$ cat config.mk
export PLATFORM = sky130hd
export DESIGN_NAME = axis_1553_string_arbiter
export DESIGN_NICKNAME = d
export VERILOG_FILES = /design/src/rtl/axis_1553_pkg.sv /design/src/rtl/axis_1553_id_fifo.sv /design/src/rtl/axis_1553_string_arbiter.sv
export SDC_FILE = /design/constraint.sdc
export NUM_CORES = 1
export LEC_CHECK = 0
export ABC_AREA = 0
export ABC_CLOCK_PERIOD_IN_PS = 3500
export CAP_MARGIN = 20
export CORE_AREA = 2 2 239 241
export DETAILED_ROUTE_END_ITERATION = 8
export DIE_AREA = 0 0 241 243
export SLEW_MARGIN = 20
export SYNTH_ARGS = -nofsm -noshare
export SYNTH_HDL_FRONTEND = slang
export SYNTH_HIERARCHICAL = 1
export SYNTH_SLANG_ARGS = --single-unit
$ cat constraint.sdc
create_clock -name aclk -period 3.5 [get_ports aclk]
set_input_delay 0.875 -clock aclk [delete_from_list [all_inputs] [get_ports aclk]]
set_output_delay 0.875 -clock aclk [all_outputs]
set_load 0.02 [all_outputs]
$ cat src/rtl/axis_1553_pkg.sv
// Shared types and widths for the 1553 string arbiter and its ID FIFO.
package axis_1553_pkg;

  localparam int DEC_DATA_W = 16;
  localparam int DEC_USER_W = 8;

  typedef logic [0:0] port_id_t;

  typedef enum logic [0:0] {
    ST_IDLE = 1'b0,
    ST_HOLD = 1'b1
  } arb_state_e;

endpackage

$ cat src/rtl/axis_1553_id_fifo.sv
// In-flight requester ID FIFO; DEPTH must be a power of two so pointers wrap for free.
module axis_1553_id_fifo
  import axis_1553_pkg::*;
#(
  parameter int DEPTH = 4
) (
  input  logic     aclk,
  input  logic     arst,
  input  logic     push,
  input  port_id_t push_id,
  input  logic     pop,
  output logic     full,
  output logic     empty,
  output port_id_t head
);

  localparam int PTR_W = (DEPTH > 1) ? $clog2(DEPTH) : 1;
  localparam int CNT_W = PTR_W + 1;

  logic [PTR_W-1:0] wr_ptr_q, wr_ptr_d;
  logic [PTR_W-1:0] rd_ptr_q, rd_ptr_d;
  logic [CNT_W-1:0] count_q, count_d;
  port_id_t         mem_q [DEPTH];
  port_id_t         mem_d [DEPTH];
  logic             push_ok;
  logic             pop_ok;

  assign full  = (count_q == CNT_W'(DEPTH));
  assign empty = (count_q == '0);
  assign head  = mem_q[rd_ptr_q];

  always_comb begin
    push_ok  = push && (!full || pop);
    pop_ok   = pop && !empty;
    wr_ptr_d = wr_ptr_q;
    rd_ptr_d = rd_ptr_q;
    count_d  = count_q;
    mem_d    = mem_q;
    if (push_ok) begin
      mem_d[wr_ptr_q] = push_id;
      wr_ptr_d        = wr_ptr_q + PTR_W'(1);
    end
    if (pop_ok) begin
      rd_ptr_d = rd_ptr_q + PTR_W'(1);
    end
    case ({push_ok, pop_ok})
      2'b10:   count_d = count_q + CNT_W'(1);
      2'b01:   count_d = count_q - CNT_W'(1);
      default: count_d = count_q;
    endcase
  end

  always_ff @(posedge aclk) begin
    if (arst) begin
      wr_ptr_q <= '0;
      rd_ptr_q <= '0;
      count_q  <= '0;
    end else begin
      wr_ptr_q <= wr_ptr_d;
      rd_ptr_q <= rd_ptr_d;
      count_q  <= count_d;
    end
  end

  // Storage needs no reset: count and pointers define which entries are live.
  always_ff @(posedge aclk) begin
    mem_q <= mem_d;
  end

endmodule

$ cat src/rtl/axis_1553_string_arbiter.sv
// Two-requester arbiter in front of one shared 1553 string decoder, routing results back by ID.
// Define AXIS_1553_ARB_FIXED_PRIO_EN for fixed priority (port 0 wins) instead of round-robin.
module axis_1553_string_arbiter
  import axis_1553_pkg::*;
#(
  parameter int STR_WIDTH = 176,
  parameter int ID_DEPTH  = 4
) (
  input  logic                  aclk,
  input  logic                  arst,
  input  logic [STR_WIDTH-1:0]  s0_axis_tdata,
  input  logic                  s0_axis_tvalid,
  output logic                  s0_axis_tready,
  input  logic [STR_WIDTH-1:0]  s1_axis_tdata,
  input  logic                  s1_axis_tvalid,
  output logic                  s1_axis_tready,
  output logic [STR_WIDTH-1:0]  m_dec_axis_tdata,
  output logic                  m_dec_axis_tvalid,
  input  logic                  m_dec_axis_tready,
  input  logic [DEC_DATA_W-1:0] s_dec_axis_tdata,
  input  logic [DEC_USER_W-1:0] s_dec_axis_tuser,
  input  logic                  s_dec_axis_tvalid,
  output logic                  s_dec_axis_tready,
  output logic [DEC_DATA_W-1:0] m0_axis_tdata,
  output logic [DEC_USER_W-1:0] m0_axis_tuser,
  output logic                  m0_axis_tvalid,
  input  logic                  m0_axis_tready,
  output logic [DEC_DATA_W-1:0] m1_axis_tdata,
  output logic [DEC_USER_W-1:0] m1_axis_tuser,
  output logic                  m1_axis_tvalid,
  input  logic                  m1_axis_tready,
  output logic                  orphan_err
);

  arb_state_e           state_q, state_d;
  logic [STR_WIDTH-1:0] str_q, str_d;
  port_id_t             held_id_q, held_id_d;
`ifndef AXIS_1553_ARB_FIXED_PRIO_EN
  port_id_t             rr_last_q, rr_last_d;
`endif

  port_id_t grant_id;
  logic     can_grant;
  logic     dec_hs;
  logic     fifo_push;
  logic     fifo_pop;
  logic     fifo_full;
  logic     fifo_empty;
  port_id_t fifo_head;

  always_comb begin
`ifdef AXIS_1553_ARB_FIXED_PRIO_EN
    grant_id = s0_axis_tvalid ? port_id_t'(0) : port_id_t'(1);
`else
    if (s0_axis_tvalid && s1_axis_tvalid) begin
      grant_id = ~rr_last_q;
    end else begin
      grant_id = s0_axis_tvalid ? port_id_t'(0) : port_id_t'(1);
    end
`endif
    can_grant = !arst && (state_q == ST_IDLE) && !fifo_full &&
                (s0_axis_tvalid || s1_axis_tvalid);
  end

  assign s0_axis_tready    = can_grant && (grant_id == port_id_t'(0));
  assign s1_axis_tready    = can_grant && (grant_id == port_id_t'(1));
  assign m_dec_axis_tvalid = !arst && (state_q == ST_HOLD);
  assign m_dec_axis_tdata  = str_q;
  assign dec_hs            = m_dec_axis_tvalid && m_dec_axis_tready;
  assign fifo_push         = dec_hs;

  // The captured string and ID stay frozen until the decoder accepts them.
  always_comb begin
    state_d   = state_q;
    str_d     = str_q;
    held_id_d = held_id_q;
`ifndef AXIS_1553_ARB_FIXED_PRIO_EN
    rr_last_d = rr_last_q;
`endif
    if (can_grant) begin
      state_d   = ST_HOLD;
      str_d     = (grant_id == port_id_t'(1)) ? s1_axis_tdata : s0_axis_tdata;
      held_id_d = grant_id;
`ifndef AXIS_1553_ARB_FIXED_PRIO_EN
      rr_last_d = grant_id;
`endif
    end else if (dec_hs) begin
      state_d = ST_IDLE;
    end
  end

  always_ff @(posedge aclk) begin
    if (arst) begin
      state_q   <= ST_IDLE;
      str_q     <= '0;
      held_id_q <= port_id_t'(0);
`ifndef AXIS_1553_ARB_FIXED_PRIO_EN
      rr_last_q <= port_id_t'(1);
`endif
    end else begin
      state_q   <= state_d;
      str_q     <= str_d;
      held_id_q <= held_id_d;
`ifndef AXIS_1553_ARB_FIXED_PRIO_EN
      rr_last_q <= rr_last_d;
`endif
    end
  end

  // Results follow the head ID; with nothing outstanding the word is swallowed and flagged.
  always_comb begin
    m0_axis_tvalid = !arst && s_dec_axis_tvalid && !fifo_empty &&
                     (fifo_head == port_id_t'(0));
    m1_axis_tvalid = !arst && s_dec_axis_tvalid && !fifo_empty &&
                     (fifo_head == port_id_t'(1));
    if (arst) begin
      s_dec_axis_tready = 1'b0;
    end else if (fifo_empty) begin
      s_dec_axis_tready = 1'b1;
    end else begin
      s_dec_axis_tready = (fifo_head == port_id_t'(1)) ? m1_axis_tready : m0_axis_tready;
    end
    fifo_pop   = s_dec_axis_tvalid && s_dec_axis_tready && !fifo_empty;
    orphan_err = !arst && s_dec_axis_tvalid && fifo_empty;
  end

  assign m0_axis_tdata = s_dec_axis_tdata;
  assign m0_axis_tuser = s_dec_axis_tuser;
  assign m1_axis_tdata = s_dec_axis_tdata;
  assign m1_axis_tuser = s_dec_axis_tuser;

  axis_1553_id_fifo #(
    .DEPTH(ID_DEPTH)
  ) u_id_fifo (
    .aclk   (aclk),
    .arst   (arst),
    .push   (fifo_push),
    .push_id(held_id_q),
    .pop    (fifo_pop),
    .full   (fifo_full),
    .empty  (fifo_empty),
    .head   (fifo_head)
  );

endmodule

Word level (Yosys, flattened, before mapping)
Index checks and enable logic that the tools add are counted.
- flip-flop bits (word level): 190
- $lt $le $gt $ge: 3
- bitwise logic cells: 6
- add/sub/neg operators: 4
- mux-type cells: 15
- reduce and logical (&&, ||, !) cells: 26
- eq/ne operators: 3
- operators with widths (kind ; number):
    $mux W176 ; 1
    $logic_and A1 B1 Y1 ; 18
    $mux W1 ; 10
    $ge A3 B3 Y1 const B ; 2
    $not A2 Y3 ; 2
    $pmux W3 S2 ; 1
    $add A2 B1 Y2 const B ; 2
    $bwmux W4 ; 1
    $not A1 Y1 ; 4
    $reduce_bool A2 Y1 ; 2
    $add A3 B1 Y3 const B ; 1
    $eq A3 B3 Y1 const B ; 1
    $logic_not A1 Y1 ; 3
    $logic_not A3 Y1 ; 1
    $lt A3 B1 Y1 const B ; 1
    $sub A3 B1 Y3 const B ; 1
    $bmux W1 S2 ; 1
    $demux W1 S2 ; 1
    $eq A2 B1 Y1 const B ; 1
    $eq A2 B2 Y1 const B ; 1
    $logic_or A1 B1 Y1 ; 2

Logic depth before layout (Yosys ltp)
Gate-level depths: netlist of the first run.
- depth in word-level cells: 13
- mapped depth: 13

Modules after synthesis
The synthesis of the first run kept the hierarchy.
- by module, submodules not included (module ; instances ; sequential area each (µm²) ; cells each ; area an instance (µm²)):
    axis_1553_string_arbiter ; 1 ; 3583.4 ; 749 ; 7621.1
    axis_1553_id_fifo ; 1 ; 260.2 ; 56 ; 594.3

Least setup slack after synthesis of the first run
OpenSTA, ideal clock, no wires.
- path type: input -> register
- from: in arst
- to: reg u_id_fifo.count_q[2]
- setup slack: 0.515 ns
- arrival time: 2.915 ns
- stages: 11
- cells stage by stage: buf_2 nor2b_1 and2_1 a21boi_2 inv_1 ha_1 inv_1 fa_1 xor2_1 or3_2 a21oi_1
- RTL lines (item ; RTL line ; RTL):
    start, declared ; axis_1553_string_arbiter.sv:10 ; input logic arst,
    $logic_not A1 Y1 * ; axis_1553_string_arbiter.sv:67 ; assign m_dec_axis_tvalid = !arst && (state_q == ST_HOLD);
    $logic_and A1 B1 Y1 * ; axis_1553_string_arbiter.sv:67 ;
    named net m_dec_axis_tvalid ; axis_1553_string_arbiter.sv:18 ; output logic m_dec_axis_tvalid,
    $logic_and A1 B1 Y1 * ; axis_1553_string_arbiter.sv:69 ; assign dec_hs = m_dec_axis_tvalid && m_dec_axis_tready;
    named net dec_hs ; axis_1553_string_arbiter.sv:44 ; logic dec_hs;
    $logic_and A1 B1 Y1 * ; axis_1553_id_fifo.sv:33 ; push_ok = push && (!full || pop);
    $eq A2 B1 Y1 / $eq A2 B2 Y1 (equally long branches) ; axis_1553_id_fifo.sv:46 ; case ({push_ok, pop_ok})
    $pmux W3 S2 / $reduce_bool A2 Y1 (equally long branches) ; - ;
    end signal, assigned ; axis_1553_id_fifo.sv:61 ; count_q <= count_d;
    end, declared ; axis_1553_id_fifo.sv:22 ; logic [CNT_W-1:0] count_q, count_d;
Mark *: on every way through the listed nets, which the timed path passes. The rest lies on a longest branch.
A chain may end at the register's enable or synchronous reset.

Worst setup path in the final report of the first run
- from: in arst
- to: out m0_axis_tvalid
- longest elaborated chain between the ends: 4
- RTL lines (item ; RTL line ; RTL):
    $logic_not A1 Y1 ; axis_1553_string_arbiter.sv:112 ; m0_axis_tvalid = !arst && s_dec_axis_tvalid && !fifo_empty &&
    $logic_and A1 B1 Y1 (3 in series) ; axis_1553_string_arbiter.sv:112 ;
    end, declared ; axis_1553_string_arbiter.sv:26 ; output logic m0_axis_tvalid,
No other way between the ends.

==> metrics.yaml, run 1 <==
outcome:
  outcome: "completed"
setup_path:
  critPathMaxFanout: 6
  max_stage_delay_ns: 0.62
  critPathRequiredTime_ns: 2.62
  cp_cell_sequence: "clkdlybuf4s50_1 > nand3b_1 > buf_4 > nor2_1 > clkdlybuf4s50_1"
  endpoint_kind: "primary output"
  crit_buf_inv: 3
  cp-start-kind: "input pin"
  critical_path_arrival_ns: 2.51
  crit_path_frequent_cell: "clkdlybuf4s50_1"
  worst-r2r-cell-count: 11
  crit_family: "buffers and inverters"
  critical_path.slowest_cell: "clkdlybuf4s50_1"
  crit_type: "in -> out"
  r2r_end: "u_id_fifo/count_q[2]"
  reg2reg_slack_ns: 0.55
  reg2reg_from: "u_id_fifo/rd_ptr_q[0]"
clock_tree:
  cts.sinks: 190
  tritoncts: "yes"
  cts_root_buffer: "clkbuf_16"
  cts_max_path_buffers: 2
  cts-buffers-inserted: 17
  h-tree-depth: 4
  clock_latency_ns: 0.48
  post_cts_buffers: 0
  path_clk_slew_ns: 0.08
timing:
  fin_ws_ns: 0.114
  rsz0062_at_grt: "no"
  final-setup-viol-count: 0
  max_freq_mhz: 295
  finalClockSkew_ns: 0.0182
  finalHoldViolCount: 0
  tns_ns: 0
  drv_slew: 0
  fin_crit_sh_pct: 96.7
  maxSlewHeadroom_pct: 39.7
  fin_crit_ns: 3.39
  worst-slew-pin-transition_ns: 0.905
die:
  die_w_um: 241
  ios: 615
  core_sq_mm: 0.0560
  num_rows: 87
  start_util_pct: 14.7
  die_area_sq_mm: 0.0586
  die_h_um: 243
worst_hold_path:
  hold_path_end: "m_dec_axis_tdata[109]"
  hp-start: "m_dec_axis_tdata[109]"
  holdCritPathClass: "reg -> reg"
  holdPathStages: 1
final_layout:
  layout-drive-gt1-share_pct: 5.31
  final_area_sq_mm: 0.0146
  fill_cells: 5969
  nNetsFinal: 1639
  seq_area_sq_mm: 0.00384
  area_growth_pct: 77.8
  multi_input_area_sq_mm: 0.00351
yosys:
  yosysWarningCount: 6
  synth_ff_type: "dfxtp_1"
  synth_top_area_share_pct: 45.3
  syn_area_per_cell_sq_um: 10.2
  synthesis.nets: 1195
  ys_types: 42
  synth_most_common_cell: "dfxtp_1"
  ys_ff_latch: 190
  postSynthCellCount: 805
  synth_area_leaders: "dfxtp_1 (45%), a221o_1 (18%), and3_1 (11%), buf_4 (4.7%), a31oi_1 (2.1%)"
  yosys-top-cells-count: "dfxtp_1 (186), and3_1 (150), a221o_1 (149), buf_4 (51), clkbuf_1 (44)"
  synthArstFlopShare_pct: 0
  synth_edf_count: 4
  yosys.area.top_type: "dfxtp_1"
  synth_area_sq_mm: 0.00822
  yosysSeqAreaShare_pct: 46.8
global_route:
  grtUsageMet1_pct: 12.6
  overflow: 0
  use_met3_pct: 3.91
  busiest_layer: "met2"
  track_usage_pct: 11.5
  grt_first_pass_wirelength_mm: 50.8
  grt_pass1_vias: 8522
  grt_use_met2_pct: 19.5
  antenna_found_initial: 1
  grt_max_degree: 177
power:
  p_leak_nw: 5.74
  powerDensity_mw_per_mm2: 418
  ir_drop_uv: 349
place:
  place_area_sq_mm: 0.0140
  place_ws_ns: 0.0107
  dp_hpwl_mm: 25.6
  port_buffers: 542
  place_congestion: 0.844
detailed_routing:
  ant_nets: 0
  drt_first_iter_violations: 402
  vias: 8612
  vias_per_cell: 4.27
  firstDrtPassIters: 5
  routedWlPerCell_um: 17.7
  routed_wl_mm: 35.7
  drc: 0
flow_run:
  drv_cap: 0
==> placed cells by master (no fill, tap or decap), types with 2 or more instances in the layout <==
| cell | Yosys | final |
|---|---|---|
| a21oi_1 | 6 | 6 |
| a221o_1 | 149 | 149 |
| a31oi_1 | 27 | 27 |
| and2_1 | 2 | 2 |
| and2_2 | 4 | 4 |
| and3_1 | 150 | 149 |
| buf_12 | 0 | 4 |
| buf_4 | 51 | 17 |
| bufinv_16 | 0 | 2 |
| clkbuf_16 | 0 | 17 |
| clkdlybuf4s50_1 | 0 | 540 |
| clkinv_4 | 0 | 3 |
| clkinv_8 | 0 | 3 |
| dfxtp_1 | 186 | 186 |
| dlymetal6s2s_1 | 0 | 2 |
| edfxtp_1 | 4 | 4 |
| ha_1 | 5 | 5 |
| inv_1 | 10 | 10 |
| inv_6 | 0 | 5 |
| mux2i_1 | 2 | 2 |
| nand2_1 | 2 | 2 |
| nand2b_1 | 4 | 4 |
| nand3_1 | 27 | 27 |
| nand4_1 | 27 | 27 |
| nor2_1 | 11 | 11 |
| nor3_1 | 2 | 2 |
| o21ai_0 | 29 | 29 |
| xor2_1 | 3 | 3 |
==> through the flow <==
step	std cells	util, %	hold WS [ns]	power (mW)
2_1_floorplan	805	-	0.450	3.21
3_3_place_gp	1986	25.0	0.468	4.04
3_5_place_dp	1986	25.0	0.466	4.05
4_1_cts	2018	26.1	0.493	6.23
5_1_grt	2018	26.1	0.503	6.40
6_report	2019	26.1	0.487	6.11
==> state kept, by name (all words and copies together), names as in the netlist <==
register,count
m_dec_axis_tdata,176
u_id_fifo/count_q,3
u_id_fifo/rd_ptr_q,2
held_id_q,1
state_q,1
rr_last_q,1
u_id_fifo/wr_ptr_q,2
u_id_fifo/mem_q,4
==> area by class of cell <==
cell class | instances | share of cell area (%)
multi-input cells | 467 | 24.1
well taps | 756 | 6.48
repair buffers | 563 | 38.6
flip-flops and latches | 190 | 26.3
inverters | 10 | 0.257
clock inverters | 15 | 1.35
diodes | 1 | 0.0171
clock buffers | 17 | 2.91
==> worst reg2reg max path: cells and delay by family (launching register included) <==
family | cells | cell delay (ns)
AND/OR/NAND/NOR | 2 | 0.60
AO/OA/AOI/OAI | 2 | 0.29
adder cells (fa/ha/maj) | 2 | 0.54
multiplexers | 2 | 0.76
buffers and inverters | 2 | 0.13
XOR/XNOR | 1 | 0.16
flip-flops | 1 | 0.40
==> power by group <==
part	internal, mW	switching [mW]	leakage (nW)
logic	0.850	0.677	3.87
registers	2.36	0.113	1.57
clock network	1.09	1.02	0.300
total	4.30	1.81	5.74
==> cell families after synthesis <==
kind of cell / Yosys count / synth area share [%]
xor+xnor: 3 / 0.320
simple gates: 238 / 17.6
buf+inv: 148 / 10.7
fa+ha+maj: 6 / 1.01
flops: 190 / 46.8
compound gates: 216 / 22.9
mux: 4 / 0.701
==> worst max-delay path by stage <==
| stage | startpoint | slack [ns] | to | cells past startpoint |
|---|---|---|---|---|
| after floorplan | arst | 0.52 | u_id_fifo/count_q[2] | 11 |
| after global placement | arst | 0.03 | s0_axis_tready | 4 |
| after detailed placement | arst | 0.01 | s0_axis_tready | 4 |
| after CTS | arst | 0.003 | s0_axis_tready | 4 |
| after global routing | arst | 0.04 | s1_axis_tready | 4 |
| final | arst | 0.11 | m0_axis_tvalid | 5 |
==> routing by layer <==
| layer | vias to the layer above | part of all wire, % |
|---|---|---|
| li1 | 3993 | - |
| met3 | 78 | 8.5 |
| met2 | 431 | 48 |
| met5 | - | 0.036 |
| met4 | 2 | 3.8 |
| met1 | 4108 | 40 |
==> repair_timing <==
item | 4_1_cts | 5_1_grt
resized for setup | 0 | 2
hold buffers | 0 | 0
endpoints found under the setup margin | 0 | 2
Note: power is estimated with default switching activity, not from simulation.
==> run 2, diff against run 1 <==
SKIP_LAST_GASP = 1   (was default)
==> results of run 2 <==
Final layout, timing and power as in run 1 (identical DEF).
==> run 3, diff against run 2 <==
SLEW_MARGIN = default   (was 20)
==> results of run 3 <==
Final layout, timing and power as in run 1 (identical DEF).
